### config.mk
export PLATFORM = sky130hd
export DESIGN_NAME = ray_issue_scheduler_flat
export DESIGN_NICKNAME = d
export VERILOG_FILES = /design/src/rtl/ray_issue_scheduler_pkg.sv /design/src/rtl/ray_issue_scheduler_if.sv /design/src/rtl/ray_issue_scheduler_fifo.sv /design/src/rtl/ray_issue_scheduler.sv /design/src/flat_wrapper.sv
export SDC_FILE = /design/constraint.sdc
export NUM_CORES = 2
export LEC_CHECK = 0
export BUFFER_PORTS_ARGS = -buffer_cell sky130_fd_sc_hd__buf_2
export CAP_MARGIN = 20
export CORE_UTILIZATION = 25
export DETAILED_ROUTE_END_ITERATION = 8
export GPL_ROUTABILITY_DRIVEN = 0
export PLACE_DENSITY_LB_ADDON = 0.08
export REMOVE_ABC_BUFFERS = 1
export SLEW_MARGIN = 40
export SYNTH_ARGS = -nofsm -noshare
export SYNTH_HDL_FRONTEND = slang
export SYNTH_SLANG_ARGS = --single-unit
### constraint.sdc
create_clock -name clk -period 2.65 [get_ports clk]
set_input_delay 0.3975 -clock clk [delete_from_list [all_inputs] [get_ports clk]]
set_output_delay 0.3975 -clock clk [all_outputs]
set_load 0.01 [all_outputs]
### src/rtl/ray_issue_scheduler_pkg.sv
// Shared types for the ray issue scheduler: fixed-point container, direction
// vector, pixel coordinate, buffered ray job and the sequencer states.
package ray_issue_scheduler_pkg;

  typedef logic [31:0] fp_t;

  typedef struct packed {
    fp_t x;
    fp_t y;
    fp_t z;
  } vec3_t;

  typedef logic [15:0] pix_coord_t;

  typedef struct packed {
    pix_coord_t x;
    pix_coord_t y;
    vec3_t      dir;
  } ray_job_t;

  typedef enum logic [1:0] {
    ST_IDLE,
    ST_ISSUE,
    ST_DRAIN
  } sched_state_e;

  localparam int DEFAULT_SCREEN_WIDTH  = 640;
  localparam int DEFAULT_SCREEN_HEIGHT = 480;

  // Integer pixel coordinate placed in the low half of an fp container, not shifted.
  function automatic fp_t coord_to_fp(input pix_coord_t c);
    return {16'b0, c};
  endfunction

endpackage

### src/rtl/ray_issue_scheduler_if.sv
// Output stream from the scheduler to the ray marcher: one ray job per beat.
interface ray_issue_scheduler_if;
  import ray_issue_scheduler_pkg::*;

  logic       out_valid;
  logic       out_ready;
  pix_coord_t out_pixel_x;
  pix_coord_t out_pixel_y;
  vec3_t      out_ray_dir;

  modport master (
    output out_valid,
    output out_pixel_x,
    output out_pixel_y,
    output out_ray_dir,
    input  out_ready
  );

  modport slave (
    input  out_valid,
    input  out_pixel_x,
    input  out_pixel_y,
    input  out_ray_dir,
    output out_ready
  );

endinterface

### src/rtl/ray_issue_scheduler_fifo.sv
// Synchronous FIFO of ray jobs. A pop and a push in the same cycle are both
// accepted even when full. Flush empties the buffer in one cycle.
module ray_job_fifo
  import ray_issue_scheduler_pkg::*;
#(
  parameter  int DEPTH = 8,
  localparam int AW    = $clog2(DEPTH),
  localparam int CW    = AW + 1
) (
  input  logic          clk,
  input  logic          rst,
  input  logic          flush,
  input  logic          push,
  input  ray_job_t      push_data,
  input  logic          pop,
  output ray_job_t      head,
  output logic          full,
  output logic          empty,
  output logic [CW-1:0] count
);

  ray_job_t          mem_q [DEPTH];
  ray_job_t          mem_d [DEPTH];
  logic [AW-1:0]     wr_ptr_q, wr_ptr_d;
  logic [AW-1:0]     rd_ptr_q, rd_ptr_d;
  logic [CW-1:0]     count_q, count_d;
  logic              empty_q, empty_d;
  logic              full_q, full_d;
  logic              pop_ok;
  logic              push_ok;

  assign pop_ok  = pop && !empty_q;
  assign push_ok = push && (!full_q || pop_ok);

  // Next pointers, occupancy and storage; flags are derived from the next count.
  always_comb begin
    mem_d    = mem_q;
    wr_ptr_d = wr_ptr_q;
    rd_ptr_d = rd_ptr_q;
    count_d  = count_q;
    if (flush) begin
      wr_ptr_d = '0;
      rd_ptr_d = '0;
      count_d  = '0;
    end else begin
      if (push_ok) begin
        mem_d[wr_ptr_q] = push_data;
        wr_ptr_d        = wr_ptr_q + AW'(1);
      end
      if (pop_ok) begin
        rd_ptr_d = rd_ptr_q + AW'(1);
      end
      count_d = count_q + CW'(push_ok) - CW'(pop_ok);
    end
    empty_d = (count_d == '0);
    full_d  = (count_d == CW'(DEPTH));
  end

  // Storage and bookkeeping registers.
  always_ff @(posedge clk) begin
    if (!rst) begin
      mem_q    <= '{default: '0};
      wr_ptr_q <= '0;
      rd_ptr_q <= '0;
      count_q  <= '0;
      empty_q  <= 1'b1;
      full_q   <= 1'b0;
    end else begin
      mem_q    <= mem_d;
      wr_ptr_q <= wr_ptr_d;
      rd_ptr_q <= rd_ptr_d;
      count_q  <= count_d;
      empty_q  <= empty_d;
      full_q   <= full_d;
    end
  end

  assign head  = mem_q[rd_ptr_q];
  assign full  = full_q;
  assign empty = empty_q;
  assign count = count_q;

endmodule

### src/rtl/ray_issue_scheduler.sv
// Frame sequencer for the ray generator: walks pixels in raster order, pairs
// each generated direction with its coordinates through a fixed-latency tag
// line, buffers the jobs and streams them to the marcher under credit control.
module ray_issue_scheduler
  import ray_issue_scheduler_pkg::*;
#(
  parameter int SCREEN_WIDTH  = DEFAULT_SCREEN_WIDTH,
  parameter int SCREEN_HEIGHT = DEFAULT_SCREEN_HEIGHT,
  parameter int GEN_LATENCY   = 3,
  parameter int FIFO_DEPTH    = 8
) (
  input  logic                   clk,
  input  logic                   rst,
  input  logic                   start,
  input  logic                   abort,
  output logic                   busy,
  output logic                   frame_done,
  output fp_t                    gen_screen_x,
  output fp_t                    gen_screen_y,
  output logic                   gen_coords_valid,
  input  vec3_t                  gen_ray_dir,
  ray_issue_scheduler_if.master  out_if
);

  localparam int         CW     = $clog2(FIFO_DEPTH) + 1;
  localparam pix_coord_t X_LAST = pix_coord_t'(SCREEN_WIDTH - 1);
  localparam pix_coord_t Y_LAST = pix_coord_t'(SCREEN_HEIGHT - 1);

  sched_state_e         state_q, state_d;
  pix_coord_t           x_q, x_d;
  pix_coord_t           y_q, y_d;
  logic                 gen_valid_q, gen_valid_d;
  pix_coord_t           gen_x_q, gen_x_d;
  pix_coord_t           gen_y_q, gen_y_d;
  logic                 busy_q, busy_d;
  logic                 frame_done_q, frame_done_d;
  logic [GEN_LATENCY-1:0] dl_valid_q, dl_valid_d;
  pix_coord_t           dl_x_q [GEN_LATENCY];
  pix_coord_t           dl_x_d [GEN_LATENCY];
  pix_coord_t           dl_y_q [GEN_LATENCY];
  pix_coord_t           dl_y_d [GEN_LATENCY];
  logic [CW-1:0]        inflight_q, inflight_d;

  logic                 fire;
  logic                 push;
  logic                 pop;
  logic                 last_pixel;
  logic                 drain_done;
  logic [CW:0]          committed;
  logic                 fifo_full;
  logic                 fifo_empty;
  logic [CW-1:0]        fifo_count;
  ray_job_t             push_job;
  ray_job_t             head_job;

  // The strobe register counts as in flight from the fire decision onwards, so
  // the credit compare covers every job that will eventually land in the FIFO.
  assign committed  = {1'b0, fifo_count} + {1'b0, inflight_q};
  assign fire       = (state_q == ST_ISSUE) && (committed < (CW+1)'(FIFO_DEPTH)) && !abort;
  assign push       = dl_valid_q[GEN_LATENCY-1] && !abort;
  assign pop        = out_if.out_ready && !fifo_empty;
  assign last_pixel = (x_q == X_LAST) && (y_q == Y_LAST);
  assign drain_done = (inflight_q == '0) &&
                      ((fifo_count == '0) || ((fifo_count == CW'(1)) && pop));
  assign push_job   = '{x: dl_x_q[GEN_LATENCY-1], y: dl_y_q[GEN_LATENCY-1], dir: gen_ray_dir};

  // Next-state logic for the FSM, raster counters, strobe, tag line and credits.
  always_comb begin
    state_d      = state_q;
    x_d          = x_q;
    y_d          = y_q;
    gen_valid_d  = 1'b0;
    gen_x_d      = gen_x_q;
    gen_y_d      = gen_y_q;
    frame_done_d = 1'b0;
    dl_valid_d   = '0;
    dl_valid_d[0] = gen_valid_q;
    dl_x_d[0]    = gen_x_q;
    dl_y_d[0]    = gen_y_q;
    for (int i = 1; i < GEN_LATENCY; i++) begin
      dl_valid_d[i] = dl_valid_q[i-1];
      dl_x_d[i]     = dl_x_q[i-1];
      dl_y_d[i]     = dl_y_q[i-1];
    end
    inflight_d = inflight_q + CW'(fire) - CW'(push);

    unique case (state_q)
      ST_IDLE: begin
        if (start) begin
          state_d = ST_ISSUE;
          x_d     = '0;
          y_d     = '0;
        end
      end
      ST_ISSUE: begin
        if (fire) begin
          gen_valid_d = 1'b1;
          gen_x_d     = x_q;
          gen_y_d     = y_q;
          if (x_q == X_LAST) begin
            x_d = '0;
            y_d = (y_q == Y_LAST) ? '0 : y_q + 16'd1;
          end else begin
            x_d = x_q + 16'd1;
          end
          if (last_pixel) begin
            state_d = ST_DRAIN;
          end
        end
      end
      ST_DRAIN: begin
        if (drain_done) begin
          state_d      = ST_IDLE;
          frame_done_d = 1'b1;
        end
      end
      default: state_d = ST_IDLE;
    endcase

    if (abort) begin
      state_d      = ST_IDLE;
      x_d          = '0;
      y_d          = '0;
      gen_valid_d  = 1'b0;
      frame_done_d = 1'b0;
      dl_valid_d   = '0;
      inflight_d   = '0;
    end

    busy_d = (state_d != ST_IDLE);
  end

  // Single register stage for the FSM and all registered outputs.
  always_ff @(posedge clk) begin
    if (!rst) begin
      state_q      <= ST_IDLE;
      x_q          <= '0;
      y_q          <= '0;
      gen_valid_q  <= 1'b0;
      gen_x_q      <= '0;
      gen_y_q      <= '0;
      busy_q       <= 1'b0;
      frame_done_q <= 1'b0;
      dl_valid_q   <= '0;
      dl_x_q       <= '{default: '0};
      dl_y_q       <= '{default: '0};
      inflight_q   <= '0;
    end else begin
      state_q      <= state_d;
      x_q          <= x_d;
      y_q          <= y_d;
      gen_valid_q  <= gen_valid_d;
      gen_x_q      <= gen_x_d;
      gen_y_q      <= gen_y_d;
      busy_q       <= busy_d;
      frame_done_q <= frame_done_d;
      dl_valid_q   <= dl_valid_d;
      dl_x_q       <= dl_x_d;
      dl_y_q       <= dl_y_d;
      inflight_q   <= inflight_d;
    end
  end

  ray_job_fifo #(
    .DEPTH (FIFO_DEPTH)
  ) u_fifo (
    .clk       (clk),
    .rst       (rst),
    .flush     (abort),
    .push      (push),
    .push_data (push_job),
    .pop       (pop),
    .head      (head_job),
    .full      (fifo_full),
    .empty     (fifo_empty),
    .count     (fifo_count)
  );

  // The credit rule must keep the buffer from ever taking a push it cannot hold.
  always @(posedge clk) begin
    if (rst) begin
      assert (!(push && fifo_full && !pop));
    end
  end

  assign busy             = busy_q;
  assign frame_done       = frame_done_q;
  assign gen_coords_valid = gen_valid_q;
  assign gen_screen_x     = coord_to_fp(gen_x_q);
  assign gen_screen_y     = coord_to_fp(gen_y_q);

  assign out_if.out_valid   = !fifo_empty;
  assign out_if.out_pixel_x = head_job.x;
  assign out_if.out_pixel_y = head_job.y;
  assign out_if.out_ray_dir = head_job.dir;

endmodule

### src/flat_wrapper.sv
// flat-port wrapper written by rule: the top's interface ports become plain ports
module ray_issue_scheduler_flat import ray_issue_scheduler_pkg::*;
#(
  parameter int SCREEN_WIDTH  = DEFAULT_SCREEN_WIDTH,
  parameter int SCREEN_HEIGHT = DEFAULT_SCREEN_HEIGHT,
  parameter int GEN_LATENCY   = 3,
  parameter int FIFO_DEPTH    = 8
)
  (clk, rst, start, abort, busy, frame_done, gen_screen_x, gen_screen_y, gen_coords_valid, gen_ray_dir, out_if_out_valid, out_if_out_pixel_x, out_if_out_pixel_y, out_if_out_ray_dir, out_if_out_ready);
  ray_issue_scheduler_if out_if_i ();
  input  logic clk;
  input  logic rst;
  input  logic start;
  input  logic abort;
  output logic busy;
  output logic frame_done;
  output fp_t gen_screen_x;
  output fp_t gen_screen_y;
  output logic gen_coords_valid;
  input  vec3_t gen_ray_dir;
  output wire logic [$bits(out_if_i.out_valid)-1:0] out_if_out_valid;
  output wire logic [$bits(out_if_i.out_pixel_x)-1:0] out_if_out_pixel_x;
  output wire logic [$bits(out_if_i.out_pixel_y)-1:0] out_if_out_pixel_y;
  output wire logic [$bits(out_if_i.out_ray_dir)-1:0] out_if_out_ray_dir;
  input wire logic [$bits(out_if_i.out_ready)-1:0] out_if_out_ready;
  assign out_if_out_valid = out_if_i.out_valid;
  assign out_if_out_pixel_x = out_if_i.out_pixel_x;
  assign out_if_out_pixel_y = out_if_i.out_pixel_y;
  assign out_if_out_ray_dir = out_if_i.out_ray_dir;
  assign out_if_i.out_ready = out_if_out_ready;
  ray_issue_scheduler #(.SCREEN_WIDTH(SCREEN_WIDTH), .SCREEN_HEIGHT(SCREEN_HEIGHT), .GEN_LATENCY(GEN_LATENCY), .FIFO_DEPTH(FIFO_DEPTH)) u_core (.clk(clk), .rst(rst), .start(start), .abort(abort), .busy(busy), .frame_done(frame_done), .gen_screen_x(gen_screen_x), .gen_screen_y(gen_screen_y), .gen_coords_valid(gen_coords_valid), .gen_ray_dir(gen_ray_dir), .out_if(out_if_i));
endmodule
==> out/metrics.yaml <==
synthesis:
  synth_area_per_cell_um2: 9.138
  synth_commonest_cells: "nand2_1 (2,146), dfxtp_1 (1,208), a21boi_0 (1,048)"
  synth_seq_cells: 1208
  synth_most_common_cell: "nand2_1"
  synth-edff-count: 0
  synthTopCellsByArea: "dfxtp_1 (46%), nand2_1 (15%), a21boi_0 (15%)"
  synth_area_leader_cell: "dfxtp_1"
  postSynth.asyncResetShare_pct: 0
  yosysWarnings: 0
  syn_inst: 5797
  synthDistinctLibCells: 54
  synth-main-ff-cell: "dfxtp_1"
  synth_top_area_share_pct: 45.65
  ys_seq_area_share_pct: 45.65
  syn_area_mm2: 0.05297
power_and_ir_drop:
  power_mw: 40.14
  power.share.clock_pct: 50.9
  switching_share_pct: 23.37
  ir_drop_mv: 0.6160
  cellPowerDensity_mw_per_mm2: 610.2
  intPower_mw: 30.76
  comb_power_share_pct: 3.8
  power.switching_mw: 9.381
  leakage_nw: 21.88
  seq_power_share_pct: 45.3
cts:
  cts_tree: "built"
  htree_levels: 4
  cts-root-buf: "clkbuf_16"
  cts_buffers: 153
  clkTransAtPathRegs_ns: 0.05
  cts_sinks: 1208
  insertion_delay_ns: 0.80
  cts_buffer_depth: 3
timing:
  skew_ns: 0.02392
  fin_crit_sh_pct: 116.2
  tightest_slew_ns: 0.8319
  setup_viol: 128
  drv_slew: 0
  relSlewSlack_pct: 44.54
  hold_viol_final: 0
  clock.fmax_ghz: 0.3247
  fin_ws_ns: -0.4293
  period_needed_ns: 3.079
  rsz0062_at_grt: "true"
detailed_routing:
  drt_first_pass_iters: 5
  via_per_inst: 4.537
  vias: 40310
  wl_per_cell_um: 21.47
  antenna_left: 0
  dr.first_iter.drc_count: 2292
  drc_errors: 0
  wl_um: 190700
layout:
  syn_to_final_growth_pct: 24.19
  final_area_mm2: 0.06579
  fin_nets: 6090
  drive_above_1_share_pct: 19.07
worst_setup_path:
  endpoint_kind: "output pin"
  required_ns: 2.25
  crit_family: "multiplexers"
  crit_slowest_cell: "mux4_2"
  critPathMaxStageDelay_ns: 0.50
  critPathKind: "reg -> out"
  start_kind: "register"
  critPathArrivalTime_ns: 2.68
  crit_fanout: 7
  crit_buf_inv: 4
  critical_path.cell_chain: "buf_12 -> buf_16 -> buf_6 -> mux4_2 -> mux2_2 -> buf_2"
placed_design:
  port_buffers: 264
  dp_hpwl_um: 104600
  post-place-ws_ns: 0.002160
  place_area_mm2: 0.05736
global_routing:
  grt-ovfl-total: 0
  grt_pass1_vias: 40950
  grt_max_degree: 185
  grt_pass1_wl_um: 283900
  grt.total_usage_pct: 17.53
  antenna_found_initial: 9
flow_run:
  cap_violations: 0
floorplanning:
  coreArea_mm2: 0.2100
  die_w_um: 462.3
  num_rows: 168
  dieHeight_um: 462.3
  ios: 297
  die_area_mm2: 0.2137
  start_util_pct: 25.23
worst_hold_path:
  hold_path.class: "in -> reg"
outcome:
  violations: "negative setup slack"
  outcome: "complete, but fails checks"
## through the flow
stage	instances	hold WS, ns	util (%)	setup TNS, ns
2_1_floorplan	5185	0.4057	-	-4589.11
3_3_place_gp	8427	0.4111	27.30	0
3_5_place_dp	8428	0.4122	27.32	0
4_1_cts	8847	0.08735	30.71	-59.39
5_1_grt	8883	0.1729	31.33	-57.91
6_report	8885	0.1322	31.33	-45.36
## logic make-up (layout without fill, tap and decap cells)
logic type | Yosys count | in the layout | synth area share (%)
simple gates | 2376 | 2376 | 17.72
flops | 1208 | 1208 | 45.65
compound gates | 1117 | 1117 | 15.79
buf+inv | 665 | 914 | 6.283
mux | 390 | 390 | 13.72
xor+xnor | 21 | 21 | 0.3472
fa+ha+maj | 19 | 19 | 0.4771
other cells | 1 | 35 | 0.007079
## layout make-up
type / count / area (µm²)
clock inverters: 27 / 324.1
diodes: 3 / 7.507
well taps: 2805 / 3510
repair buffers: 630 / 7083
fillers: 21640 / 144200
inverters: 22 / 95.09
flip-flops and latches: 1208 / 24190
clock buffers: 235 / 4511
multi-input cells: 3955 / 26060
## layer usage
layer	vias up	wire [µm]	GRT usage, %
li1	19530	-	-
met1	19960	93980	24.65
met2	626	87620	28.32
met3	191	6011	2.424
met4	0	3110	3.742
met5	-	0	0
## cell usage in the layout (no fill, tap or decap), types with 31 or more instances in the layout
cell,instances
buf_16,36
clkbuf_8,31
buf_2,166
conb_1,32
nand2_1,2143
buf_6,111
clkbuf_1,48
a21boi_0,1048
clkbuf_16,163
mux2_4,95
dlygate4sd3_1,99
and2_1,108
nor2_1,41
buf_4,107
dfxtp_1,1205
buf_12,89
mux2_2,33
mux4_2,256
## worst paths after layout
path,depth (start not counted),slack (ns),to,start
worst max-delay path,6,-0.43,out_if_out_ray_dir[6],u_core.u_fifo.rd_ptr_q[1]$_SDFFE_PP0P_
worst min-delay path,5,0.13,u_core.u_fifo.rd_ptr_q[1]$_SDFFE_PP0P_,out_if_out_ready
worst max register to register,7,0.12,u_core.inflight_q[1]$_SDFF_PP0_,u_core.u_fifo.count[3]$_SDFF_PN0_
worst min register to register,1,0.42,u_core.dl_valid_q[2]$_SDFF_PP0_,u_core.dl_valid_q[1]$_SDFF_PP0_
## tightest hold or removal path, stage by stage
cell and delay, ns:
buf_2 0.12, nand2b_1 0.09, buf_4 0.15, nand2_1 0.06, a21oi_1 0.05
## sequential cells by signal, indices dropped and copies added, names as in the netlist, 4 cells and up
register and count:
u_core.dl_y_q 16, u_core.dl_x_d 32, u_core.u_fifo.mem_q 1024, u_core.y_q 16
u_core.dl_y_d 32, u_core.x_q 16, u_core.u_fifo.count 4, u_core.gen_x_q 16
u_core.dl_x_q 16, u_core.gen_y_q 16, u_core.inflight_q 4
## power by group through the flow
stage | registers, mW | logic, mW | clock network, mW
global placement | 18.6 | 1.31 | 0
floorplan | 18.7 | 0.496 | 0
finish | 18.2 | 1.51 | 20.4
CTS | 18.2 | 1.52 | 21.2
global route | 18.2 | 1.63 | 21.8
detailed placement | 18.6 | 1.31 | 0
## timing repair
action,in CTS,in global routing
endpoints found under the setup margin,128,137
resized for setup,86,203
cloned,20,7
hold endpoints to repair,770,0
pin swaps,0,1
hold buffers,99,0
setup buffers,39,31
(Power assumes the default switching activity.)
